===== src/rtl/fp16_mul_result_buffer.sv =====
// Result buffer behind the fixed-latency fp16_multiplier: tracks issued ops, captures results, credit-gates issue.
// Build macro FP16_MUL_BUF_FLAGS_EN stores {nan, inf, zero, subnormal} flags alongside each stored result.
module fp16_mul_result_buffer #(
    parameter int LATENCY = 6,
    parameter int DEPTH   = 8,
    localparam int AW     = $clog2(DEPTH)
) (
    input  logic          clk,
    input  logic          rst_n,
    input  logic          in_valid,
    output logic          in_ready,
    input  logic [15:0]   mul_out,
    output logic          out_valid,
    input  logic          out_ready,
    output logic [15:0]   out_data,
    output logic [3:0]    out_flags,
    output logic [AW:0]   occupancy
);

`ifdef FP16_MUL_BUF_FLAGS_EN
    localparam int FW = 20;
`else
    localparam int FW = 16;
`endif
    localparam logic [AW:0]   DEPTH_C = (AW+1)'(DEPTH);
    localparam logic [AW:0]   CNT_ONE = (AW+1)'(1);
    localparam logic [AW-1:0] PTR_ONE = AW'(1);

    logic [LATENCY-1:0] vpipe;
    logic [AW:0]        reserved;
    logic [AW:0]        count;
    logic [AW-1:0]      wr_ptr;
    logic [AW-1:0]      rd_ptr;
    logic [FW-1:0]      mem [DEPTH];
    logic [FW-1:0]      wr_word;
    logic [FW-1:0]      head;
    logic               acc;
    logic               wr;
    logic               rd;

    // Credit covers stored plus in-flight results, so a write never finds the FIFO full.
    assign in_ready  = reserved < DEPTH_C;
    assign acc       = in_valid & in_ready;
    assign wr        = vpipe[LATENCY-1];
    assign out_valid = count != '0;
    assign rd        = out_valid & out_ready;
    assign occupancy = count;
    assign head      = mem[rd_ptr];
    assign out_data  = out_valid ? head[15:0] : 16'h0000;

`ifdef FP16_MUL_BUF_FLAGS_EN
    logic [4:0] w_exp;
    logic [9:0] w_frac;

    assign w_exp  = mul_out[14:10];
    assign w_frac = mul_out[9:0];

    always_comb begin
        wr_word        = '0;
        wr_word[15:0]  = mul_out;
        wr_word[19]    = (w_exp == 5'h1F) && (w_frac != 10'h0);
        wr_word[18]    = (w_exp == 5'h1F) && (w_frac == 10'h0);
        wr_word[17]    = (w_exp == 5'h00) && (w_frac == 10'h0);
        wr_word[16]    = (w_exp == 5'h00) && (w_frac != 10'h0);
    end

    assign out_flags = out_valid ? head[19:16] : 4'h0;
`else
    assign wr_word   = mul_out;
    assign out_flags = 4'h0;
`endif

    always_ff @(posedge clk or negedge rst_n) begin
        if (!rst_n) begin
            vpipe    <= '0;
            reserved <= '0;
            count    <= '0;
            wr_ptr   <= '0;
            rd_ptr   <= '0;
        end else begin
            vpipe <= {vpipe[LATENCY-2:0], acc};

            if (acc && !rd) begin
                reserved <= reserved + CNT_ONE;
            end else if (!acc && rd) begin
                reserved <= reserved - CNT_ONE;
            end

            if (wr && !rd) begin
                count <= count + CNT_ONE;
            end else if (!wr && rd) begin
                count <= count - CNT_ONE;
            end

            if (wr) begin
                wr_ptr <= wr_ptr + PTR_ONE;
            end
            if (rd) begin
                rd_ptr <= rd_ptr + PTR_ONE;
            end
        end
    end

    // Storage is not reset; out_data/out_flags are masked while the FIFO is empty.
    always_ff @(posedge clk) begin
        if (wr) begin
            mem[wr_ptr] <= wr_word;
        end
    end

endmodule


===== config.mk =====
export PLATFORM = sky130hd
export DESIGN_NAME = fp16_mul_result_buffer
export DESIGN_NICKNAME = d
export VERILOG_FILES = /design/src/rtl/fp16_mul_result_buffer.sv
export SDC_FILE = /design/constraint.sdc
export NUM_CORES = 1
export LEC_CHECK = 0
export CAP_MARGIN = 20
export CORE_MARGIN = 2
export CORE_UTILIZATION = 25
export DETAILED_ROUTE_END_ITERATION = 6
export PLACE_DENSITY = 0.49
export SYNTH_ARGS = -nofsm -noshare
export SYNTH_HDL_FRONTEND = slang
export SYNTH_SLANG_ARGS = --single-unit

===== constraint.sdc =====
create_clock -name clk -period 2.9 [get_ports clk]
set_input_delay 0.58 -clock clk [delete_from_list [all_inputs] [get_ports clk]]
set_output_delay 0.58 -clock clk [all_outputs]
set_load 0.005 [all_outputs]

After elaboration in Yosys (flattened, before gate mapping)
Memories as Yosys holds them, arrays and structs flattened. Cells that the tools add are included.

Flip-flop bits (word level): 20. RAM bits: 128. Input port bits: 20. Output and inout port bits: 26. Memories: 1. Logic and storage cells: 32.

$add $sub $neg: 6. Mux-type cells: 7. Magnitude comparators: 1. Bitwise operators: 2. Reductions and logical operators: 10.

Memories: mem (words 8, width 16, rd ports 1, clocked after memory_dff 0, write ports 1, RTL line 34) `logic [FW-1:0] mem [DEPTH];`.

Operator list (count): 2-to-1 mux 16 bit (1); 2-to-1 mux 4 bit (4); adder 4 x 1 -> 4 bit, second input constant (2); subtractor 4 x 1 -> 4 bit, second input constant (2); adder 3 x 1 -> 3 bit, second input constant (2); logical AND 1 bit (4); less-than comparator 4 bit, second input constant (1); nonzero test 2 bit (2); nonzero test 4 bit (1); zero test 1 bit (3); bitwise AND 1 bit (2); 2-to-1 mux 1 bit (2).

Longest topological paths before layout
Gate-level depths: netlist of run 1.

Depth after elaboration: 6. Mapped depth: 9. Mapped depth without buffers: 8.

Worst setup path before layout of run 1
OpenSTA, ideal clock, no wires.

Kind: register -> register. Start point: reg count[3] (netlist: occupancy[3]). End point: reg count[3] (netlist: occupancy[3]). Stages on the path, launching flop included: 10. Library setup time: 0.131 ns. Path buffers: 1. Data arrival time: 2.542 ns. Path slack: 0.227 ns. Data required time: 2.769 ns. Period minus slack after synthesis: 2.673 ns. Cell sequence: dfrtp_1 or4_1 buf_2 nand2_1 ha_1 inv_1 ha_1 or4_1 o211ai_1 o211ai_1.

Cells in the longest elaborated chain, start to end: 5. Elaborated cells between the ends (all ways): 10. Those cells by class: add/sub (2); mux (2); bitwise (1); reduce/logical (5).

Ends and longest elaborated chain: from (decl) (RTL line 31) `logic [AW:0] count;`; from (signal assigned) (RTL line 90) `count <= count + CNT_ONE;`; from (signal assigned) (RTL line 92) `count <= count - CNT_ONE;`; nonzero test 4 bit * (RTL line 45) `assign out_valid = count != '0;`; named net out_valid (RTL line 13) `output logic out_valid,`; bitwise AND 1 bit * (RTL line 46) `assign rd = out_valid & out_ready;`; zero test 1 bit (RTL line 89) `if (wr && !rd) begin`; logical AND 1 bit (RTL line 89); 2-to-1 mux 4 bit or nonzero test 2 bit (tied branches).

Mark *: on every way through the listed nets, which the timed path passes. The rest lies on a longest branch. The select of a mux whose other input is x is not followed. A chain may end at the register's enable or synchronous reset.

Worst setup path after layout of run 1
Start point: reg count[0] (netlist: occupancy[0]). End point: reg count[3] (netlist: occupancy[3]).

Cells in the longest elaborated chain, start to end: 5. Elaborated cells between the ends (all ways): 10. Those cells by class: add/sub (2); mux (2); bitwise (1); reduce/logical (5).

Ends and longest elaborated chain: branches (longest 5 deep; another with subtractor 4 x 1 -> 4 bit).

Several ways; the timed one is not identified. The select of a mux whose other input is x is not followed.

==> results.json, run 1 <==
{
  "num-fill-cells": 2293,
  "tightest_slew_ns": 0.636,
  "reg2reg_from": "occupancy[0]",
  "ys_warn_count": 0,
  "totalWireLength_mm": 11.8,
  "final_cell_mix": "edfxtp_1, mux4_2, clkdlybuf4s50_1",
  "grt_pass1_wl_mm": 17.7,
  "slew_headroom_pct": 57.5,
  "hold_start": "vpipe[0]",
  "grt_max_degree": 33,
  "vias": 2874,
  "r2r_cells": 9,
  "crit_path_max_fanout": 6,
  "antenna_found_initial": 0,
  "timing.setup.tns_ns": 0,
  "drive_gt1_share_pct": 26.7,
  "drv_cap": 0,
  "grt_pass1_vias": 2987,
  "die_h_um": 157,
  "placementRows": 56,
  "final_antenna_net_count": 0,
  "layout_commonest_cell": "edfxtp_1",
  "initial_utilization_pct": 25.3,
  "synthTopCellsByArea": "edfxtp_1, mux4_2, dfrtp_1, a22o_1, ha_1",
  "syn_to_final_growth_pct": 26.2,
  "rsz0062_at_grt": "false",
  "start_kind": "register",
  "cts_max_path_buffers": 2,
  "end_kind": "register",
  "overflow": 0,
  "finClkSkew_ns": 0.00649,
  "hp-class": "reg2reg",
  "whs_ns": 0.348,
  "die_x_um": 157,
  "first_pass_iters": 4,
  "fmax_ghz": 0.361,
  "yosysTopAreaCell": "edfxtp_1",
  "crit_required_ns": 3.20,
  "pre_cts_ws_ns": 0.0676,
  "nNetsFinal": 391,
  "clock-sinks": 148,
  "period_needed_ns": 2.77,
  "cts.htree.levels": 4,
  "routabilityCongestion": 0.757,
  "grt_use_total_pct": 10.1,
  "wire_per_inst_um": 17.0,
  "crit_arrival_ns": 3.07,
  "hpwl_mm": 7.15,
  "synth_area_mm2": 0.00589,
  "ys_types": 30,
  "power_density_mw_per_mm2": 1010,
  "hold_depth": 0,
  "slew_violations": 0,
  "drtIter0Drc": 184,
  "power_leakage_nw": 2.49,
  "path_clk_slew_ns": 0.06,
  "dpl_cell_area_mm2": 0.00682,
  "startpoint": "occupancy[0]",
  "vdd_drop_max_uv": 466,
  "syn_inst": 291,
  "path_class": "reg2reg",
  "synth_area_per_cell_um2": 20.2,
  "portBuffers": 41,
  "period_share_pct": 95.6,
  "synth_top_area_share_pct": 65.3,
  "io-pin-count": 46,
  "multi_input_area_mm2": 0.00146,
  "final_area_mm2": 0.00743,
  "dieArea_mm2": 0.0248,
  "cts_tree": "done",
  "clk-insertion-delay-late_ns": 0.42,
  "core_mm2": 0.0233,
  "hold_viol": 0,
  "outcome": "complete, no violations",
  "antenna-diode-count": 0,
  "ys_ff_latch": 148,
  "ff_latch_area_mm2": 0.00435,
  "clk_root_buffer_cell": "clkbuf_16",
  "setup_viol": 0,
  "drcViolationCount": 0,
  "ys_seq_area_share_pct": 73.8,
  "worst_slack_ns": 0.126,
  "cts_buffers": 17,
  "viasPerCell": 4.15
}
==> synth_stat cells (all sizes together) <==
cell,number
inv,3
nor2b,2
ha,8
edfxtp,128
xor2,1
o21ai,2
a22o,16
xnor2,7
a2111o,2
mux4,32
o211ai,4
nor2,6
nand2,8
a21oi,4
nor3,4
or3,2
dfrtp,20
or4,3
conb,1
fa,2
mux2i,2
buf,12
clkbuf,7
nand3b,2
mux2,4
nand3,5
nand2b,3
and2,1
==> what timing repair did <==
action / in CTS / in global routing
setup buffers: 4 / 0
cloned: 1 / 0
pin swaps: 1 / 0
hold buffers: 0 / 0
gates resized for setup: 24 / 3
setup endpoints to repair: 16 / 2
==> per-stage QoR <==
step	instances	total power, mW	util (%)
floorplan	294	4.46	-
global placement	656	5.57	29.3
detailed placement	656	5.62	29.3
CTS	693	7.66	31.9
global route	693	7.97	31.9
finish	693	7.53	31.9
==> worst paths after layout <==
path                           endpoint  slack, ns
max in group asynchronous     rd_ptr[0]       2.17
setup reg to reg           occupancy[3]       0.13
hold / removal                 vpipe[1]       0.35
min in group asynchronous  occupancy[0]       0.50
setup / recovery           occupancy[3]       0.13
hold reg to reg                vpipe[1]       0.35
==> where the power goes <==
part / switching (mW) / internal [mW]
registers: 0.180 / 2.67
logic: 1.21 / 1.44
clock network: 0.854 / 1.18
total: 2.25 / 5.28
==> kinds of logic (layout without fill, tap and decap cells) <==
kind of cell,Yosys count,in the layout,share of synthesized area [%]
and+or+nand+nor,36,36,3.19
adders and majority gates,10,10,2.38
xor gates and xnor gates,8,8,1.19
other,1,4,0.0637
AOI/OAI and AO/OA,28,28,3.78
DFF,148,148,73.8
buffers and inverters,22,102,2.25
muxes,38,38,13.3
==> flip-flops by register name, indices dropped and copies added, names as in the netlist <==
register	count
mem	128
vpipe	6
occupancy	4
reserved	4
rd_ptr	3
wr_ptr	3
==> layer usage <==
layer | up-vias | global-route usage [%] | wire length, um
met5 | - | 0 | 0
met4 | 0 | 3.90 | 144
met3 | 15 | 3.30 | 419
met2 | 43 | 17.3 | 6060
met1 | 1496 | 11.7 | 5130
li1 | 1320 | - | -
==> worst max-delay path, cell delays in order (launching register included) <==
cell and delay (ns):
dfrtp_1 0.38, or4_4 0.56, buf_4 0.16, nand2_1 0.19, ha_2 0.28, inv_1 0.07
ha_1 0.28, or4_1 0.52, o211ai_1 0.12, o211ai_1 0.10
==> cell type report <==
cell class	instances	area share, %
repair buffers	67	8.87
multi-input cells	124	19.6
well taps	319	5.37
clock buffers	17	5.72
flip-flops and latches	148	58.5
inverters	3	0.152
clock inverters	15	1.75
No activity file was read; power rests on OpenSTA's default activity.
==> inputs of run 2 (changes only) <==
--- a/config.mk
+++ b/config.mk
@@ -6,10 +6,10 @@
 export NUM_CORES = 1
 export LEC_CHECK = 0
 export CAP_MARGIN = 20
-export CORE_MARGIN = 2
+export CORE_MARGIN = 10
 export CORE_UTILIZATION = 25
 export DETAILED_ROUTE_END_ITERATION = 6
-export PLACE_DENSITY = 0.49
+export PLACE_DENSITY = 0.5
 export SYNTH_ARGS = -nofsm -noshare
 export SYNTH_HDL_FRONTEND = slang
 export SYNTH_SLANG_ARGS = --single-unit
==> constraint.sdc (replaced) <==
create_clock -name clk -period 2.5 [get_ports clk]
set_input_delay 0.5 -clock clk [delete_from_list [all_inputs] [get_ports clk]]
set_output_delay 0.5 -clock clk [all_outputs]
set_load 0.005 [all_outputs]
==> run 2 against run 1 <==
The run now ends with setup timing left. Clock-buffer cell count rose by 2. Routed wire length rose by 7.9%. Via count rose by 4.3%. First-iteration DRC count fell by 10%. Register-to-register slack got worse by 0.18 ns. Global-route usage fell by 1.2 points. Sequential power rose by 16%. Hold slack improved by 0.0019 ns. Sequential cell count did not move. Clock skew rose by 0.0037 ns. Die area rose by 21%. Critical endpoint is now out_data[3]. Highest routed layer unchanged.
==> results.json, run 2 (synthesized netlist as in run 1, its figures left out) <==
{
  "layout_commonest_cell": "edfxtp_1",
  "final_cell_mix": "edfxtp_1, mux4_2, buf_4",
  "first_pass_iters": 4,
  "viasPerCell": 4.21,
  "placementRows": 56,
  "path_clk_slew_ns": 0.06,
  "dp_cells": 669,
  "switching_share_pct": 28.1,
  "grt_max_degree": 33,
  "die_x_um": 173,
  "reg2reg_from": "occupancy[0]",
  "cts.htree.levels": 4,
  "power.internal_mw": 6.87,
  "num-fill-cells": 2231,
  "reg_top3": "mem x128, vpipe x6",
  "clock-sinks": 148,
  "drive_gt1_share_pct": 36.2,
  "drv_cap": 0,
  "period_share_pct": 105,
  "overflow": 0,
  "instances_no_fill": 712,
  "r2r_cells": 11,
  "routabilityCongestion": 0.740,
  "rsz0062_at_grt": "true",
  "hold_viol": 0,
  "drtIter0Drc": 165,
  "seqPwrFrac_pct": 34.5,
  "timing.setup.tns_ns": -1.48,
  "tightest_slew_ns": 0.654,
  "initial_utilization_pct": 25.2,
  "slew_violations": 0,
  "max_flop_register": "mem",
  "finClkSkew_ns": 0.0102,
  "slew_headroom_pct": 56.3,
  "power_leakage_nw": 2.64,
  "cts_max_path_buffers": 2,
  "comb_power_share_pct": 35.9,
  "end_kind": "output port",
  "final_antenna_net_count": 0,
  "fmax_ghz": 0.379,
  "vdd_drop_max_uv": 498,
  "die_h_um": 173,
  "crit_required_ns": 2.00,
  "crit_arrival_ns": 2.14,
  "drcViolationCount": 0,
  "r2r_setup_slack_ns": -0.05,
  "power_frac_clock_pct": 29.6,
  "antenna_found_initial": 1,
  "power_density_mw_per_mm2": 1230,
  "nNetsFinal": 409,
  "path_class": "reg2out",
  "vias": 2998,
  "grt_pass1_wl_mm": 20.0,
  "crit_path_max_fanout": 4,
  "hpwl_mm": 8.06,
  "cts_tree": "done",
  "clk_root_buffer_cell": "clkbuf_16",
  "grt_pass1_vias": 3333,
  "start_kind": "register",
  "largest_reg_flops": 128,
  "cts-hold-fix-buffers": 0,
  "portBuffers": 41,
  "cts_buffers": 17,
  "hp-class": "reg2reg",
  "wire_per_inst_um": 17.8,
  "setup_viol": 18,
  "hold_start": "vpipe[4]",
  "syn_to_final_growth_pct": 31.8,
  "hold_end": "vpipe[5]",
  "grt_use_total_pct": 8.88,
  "totalWireLength_mm": 12.7,
  "period_needed_ns": 2.64,
  "clk-insertion-delay-late_ns": 0.42,
  "core_mm2": 0.0233,
  "dieArea_mm2": 0.0301,
  "r2r-end": "occupancy[3]",
  "outcome": "complete, but fails checks",
  "violations": "setup timing",
  "hold_depth": 0,
  "worst_slack_ns": -0.135,
  "io-pin-count": 46,
  "p_switching_mw": 2.69
}
-- run 2: cell count changes in the layout (fill, tap and decap cells not counted), moves of 3 or more --
cell           previous run  this run
buf_2                     0        16
dlygate4sd2_1            16         1
buf_4                    19        29
bufinv_16                 1         6
clkinvlp_4                7         2
buf_12                    5         9
ha_4                      1         5
buf_6                     1         4
ha_1                      6         3
inv_6                     4         1
-- run 2: power groups by stage --
stage	logic [mW]	registers, mW	clock network, mW
floorplan	1.92	3.30	0
global placement	3.36	3.31	0
detailed placement	3.42	3.34	0
CTS	3.51	3.31	2.89
global route	3.76	3.34	3.01
finish	3.43	3.30	2.83
-- run 2: cell type report --
type	count	area, um^2	share of cell area [%]
Tap cell	319	399	5.14
Multi-Input combinational cell	125	1530	19.8
Inverter	3	16.3	0.210
Timing Repair Buffer	84	800	10.3
Clock buffer	19	433	5.58
Sequential cell	148	4350	56.0
Clock inverter	13	230	2.97
Antenna cell	1	2.50	0.0322
-- run 2: per-layer routing --
layer | wire (um) | vias up | share of wire [%] | global-route usage (%)
met5 | 0 | - | 0 | 0
met4 | 142 | 0 | 1.1 | 2.91
met3 | 572 | 13 | 4.5 | 3.09
met2 | 6320 | 69 | 50 | 14.6
met1 | 5650 | 1557 | 45 | 10.7
li1 | - | 1359 | - | -
-- run 2: critical path, cell delays in order (launching register included) --
cell,delay (ns)
dfrtp_1,0.38
or4_4,0.56
buf_6,0.15
and2_4,0.17
buf_4,0.13
a22o_1,0.20
buf_2,0.13
-- run 2: worst max path at each step --
| stage | start | end | slack, ns | cells past startpoint |
|---|---|---|---|---|
| 3_5_place_dp | occupancy[3] | occupancy[3] | -0.12 | 10 |
| 6_report | occupancy[0] | out_data[3] | -0.14 | 6 |
| 4_1_cts | occupancy[0] | out_data[13] | -0.16 | 6 |
| 2_1_floorplan | occupancy[2] | occupancy[3] | -0.02 | 9 |
| 3_3_place_gp | occupancy[3] | out_data[7] | -0.08 | 5 |
| 5_1_grt | occupancy[0] | out_data[3] | -0.21 | 6 |
-- run 2: per-stage QoR --
| step | hold WS (ns) | utilization [%] | setup WS, ns | total power, mW | instance area, um^2 |
|---|---|---|---|---|---|
| 5_1_grt | 0.367 | 33.2 | -0.212 | 10.1 | 7760 |
| 2_1_floorplan | 0.204 | - | -0.0238 | 5.22 | 5930 |
| 3_5_place_dp | 0.335 | 29.9 | -0.120 | 6.76 | 6990 |
| 3_3_place_gp | 0.335 | 29.9 | -0.0753 | 6.67 | 6990 |
| 6_report | 0.350 | 33.3 | -0.135 | 9.56 | 7760 |
| 4_1_cts | 0.353 | 33.2 | -0.164 | 9.71 | 7740 |
-- run 2: repair_timing --
| action | in CTS | in global routing |
|---|---|---|
| pin swaps | 13 | 10 |
| endpoints found under the setup margin | 19 | 20 |
| setup buffers | 6 | 2 |
| hold endpoints to repair | 0 | 0 |
| resized for setup | 84 | 1 |
| gates cloned | 2 | 0 |
==> inputs of run 3 (changes only) <==
--- a/config.mk
+++ b/config.mk
@@ -5,11 +5,12 @@
 export SDC_FILE = /design/constraint.sdc
 export NUM_CORES = 1
 export LEC_CHECK = 0
-export CAP_MARGIN = 20
+export CAP_MARGIN = 10
 export CORE_MARGIN = 10
 export CORE_UTILIZATION = 25
 export DETAILED_ROUTE_END_ITERATION = 6
-export PLACE_DENSITY = 0.5
+export PLACE_DENSITY = 0.49
+export SETUP_SLACK_MARGIN = 0.02
 export SYNTH_ARGS = -nofsm -noshare
 export SYNTH_HDL_FRONTEND = slang
 export SYNTH_SLANG_ARGS = --single-unit
==> constraint.sdc (replaced) <==
create_clock -name clk -period 3.2 [get_ports clk]
set_input_delay 0.64 -clock clk [delete_from_list [all_inputs] [get_ports clk]]
set_output_delay 0.64 -clock clk [all_outputs]
set_load 0.005 [all_outputs]
==> run 3 against run 2 <==
Core utilization down 2.1 points. Power shrank 30%. Sequential cell count is the same. Routed wire length shrank 4.2%. The run now ends clean. Critical endpoint is now out_data[1]. Clock-buffer cell count did not move. Register-to-register slack improved by 0.44 ns.
==> results.json, run 3 (synthesized netlist as in run 1, its figures left out) <==
{
  "die_x_um": 173,
  "hold_viol": 0,
  "final_area_mm2": 0.00727,
  "cts_tree": "done",
  "slew_violations": 0,
  "tightest_slew_ns": 0.915,
  "power_frac_clock_pct": 26.4,
  "path_class": "reg2out",
  "totalWireLength_mm": 12.1,
  "routabilityCongestion": 0.763,
  "dpl_cell_area_mm2": 0.00673,
  "instances_no_fill": 682,
  "power_leakage_nw": 2.41,
  "seqPwrFrac_pct": 38.8,
  "largest_reg_flops": 128,
  "layout_commonest_cell": "edfxtp_1",
  "switching_share_pct": 29.1,
  "die_h_um": 173,
  "r2r_cells": 8,
  "crit_buf_inv": 2,
  "cts_buffers": 17,
  "antenna_found_initial": 0,
  "first_pass_iters": 4,
  "drv_cap": 0,
  "drcViolationCount": 0,
  "antenna-diode-count": 0,
  "overflow": 0,
  "reg_top3": "mem x128, vpipe x6",
  "io-pin-count": 46,
  "syn_to_final_growth_pct": 23.5,
  "vias": 2893,
  "path_clk_slew_ns": 0.06,
  "grt_pass1_vias": 3129,
  "crit_path_max_fanout": 16,
  "power_density_mw_per_mm2": 918,
  "dieArea_mm2": 0.0301,
  "setup_viol": 0,
  "hpwl_mm": 7.60,
  "crit_required_ns": 2.56,
  "final_cell_mix": "edfxtp_1, clkdlybuf4s50_1, mux4_2",
  "finClkSkew_ns": 0.00512,
  "dp_cells": 649,
  "grt_use_total_pct": 8.44,
  "clk-insertion-delay-late_ns": 0.41,
  "max_flop_register": "mem",
  "p_switching_mw": 1.94,
  "max_stage_delay_ns": 0.58,
  "outcome": "complete, no violations",
  "pre_cts_ws_ns": 0.281,
  "vdd_drop_max_uv": 430,
  "initial_utilization_pct": 25.2,
  "portBuffers": 41,
  "hp-class": "reg2reg",
  "end_kind": "output port",
  "cts.htree.levels": 4,
  "drtIter0Drc": 149,
  "worst_slack_ns": 0.122,
  "grt_max_degree": 32,
  "worst-path-stages": 5,
  "timing.setup.tns_ns": 0,
  "whs_ns": 0.351,
  "crit_family": "simple AND/OR/NAND/NOR gates",
  "nNetsFinal": 380,
  "hold_depth": 0,
  "crit_path_cell_trace": "or4_4 -> nor2b_1 -> buf_6 -> a22o_1 -> clkdlybuf4s50_1",
  "num-fill-cells": 2219,
  "rsz0062_at_grt": "false",
  "viasPerCell": 4.24,
  "power.internal_mw": 4.73,
  "core_mm2": 0.0233,
  "worst_path_max_delay_cell": "or4_4",
  "placementRows": 56,
  "clock-sinks": 148,
  "period_needed_ns": 3.08,
  "final_antenna_net_count": 0,
  "drive_gt1_share_pct": 22.6,
  "fmax_ghz": 0.325,
  "grt_pass1_wl_mm": 18.9,
  "period_share_pct": 96.2,
  "slew_headroom_pct": 38.8,
  "cts_max_path_buffers": 2,
  "start_kind": "register",
  "comb_power_share_pct": 34.7,
  "wire_per_inst_um": 17.8,
  "crit_arrival_ns": 2.44,
  "clk_root_buffer_cell": "clkbuf_16",
  "cts-hold-fix-buffers": 0
}
==> run 3: changes by cell type in the layout (fill, tap and decap cells not counted), moves of 7 or more <==
cell             previous run  this run
buf_4                      29        12
buf_2                      16         0
buf_12                      9         2
clkdlybuf4s50_1            24        39
==> run 3: what timing repair did <==
item                       4_1_cts  5_1_grt
buffers inserted                 0        1
gates resized for setup          3        1
setup endpoints to repair       16        5
==> run 3: power by group through the flow <==
stage	combinational [mW]	sequential, mW	clock (mW)
finish	2.32	2.59	1.76
detailed placement	2.39	2.64	0
CTS	2.40	2.60	1.82
global placement	2.37	2.62	0
floorplan	1.47	2.57	0
global route	2.57	2.63	1.90
==> run 3: path summary, 6_finish.rpt <==
kind / start / end / slack (ns)
hold reg to reg: vpipe[1] / vpipe[2] / 0.35
hold / removal: vpipe[1] / vpipe[2] / 0.35
setup reg to reg: occupancy[3] / occupancy[3] / 0.39
max in group asynchronous: rst_n / rd_ptr[0] / 1.84
setup / recovery: occupancy[3] / out_data[1] / 0.12
min in group asynchronous: rst_n / occupancy[0] / 0.74
==> run 3: metrics by stage <==
| step | total power, mW | util (%) |
|---|---|---|
| final | 6.67 | 31.2 |
| after global routing | 7.10 | 31.2 |
| after CTS | 6.82 | 31.1 |
| after detailed placement | 5.02 | 28.8 |
| after global placement | 4.99 | 28.8 |
| after floorplan | 4.04 | - |
==> run 3: routing by layer <==
metal,up-vias,routed length [um],track usage [%],share of wire (%)
li1,1294,-,-,-
met3,14,591,3.05,4.9
met4,0,148,3.13,1.2
met5,-,0,0,0
met1,1532,5380,10.0,44
met2,53,6030,13.8,50
==> run 3: area by class of cell <==
type,instances,area [um^2],area share (%)
sequential,148,4350,59.8
inverter,3,11.3,0.155
clock buffer,19,433,5.96
timing repair buffer,56,553,7.61
clock inverter,13,91.3,1.26
tap,319,399,5.49
multi-input combinational,124,1440,19.7
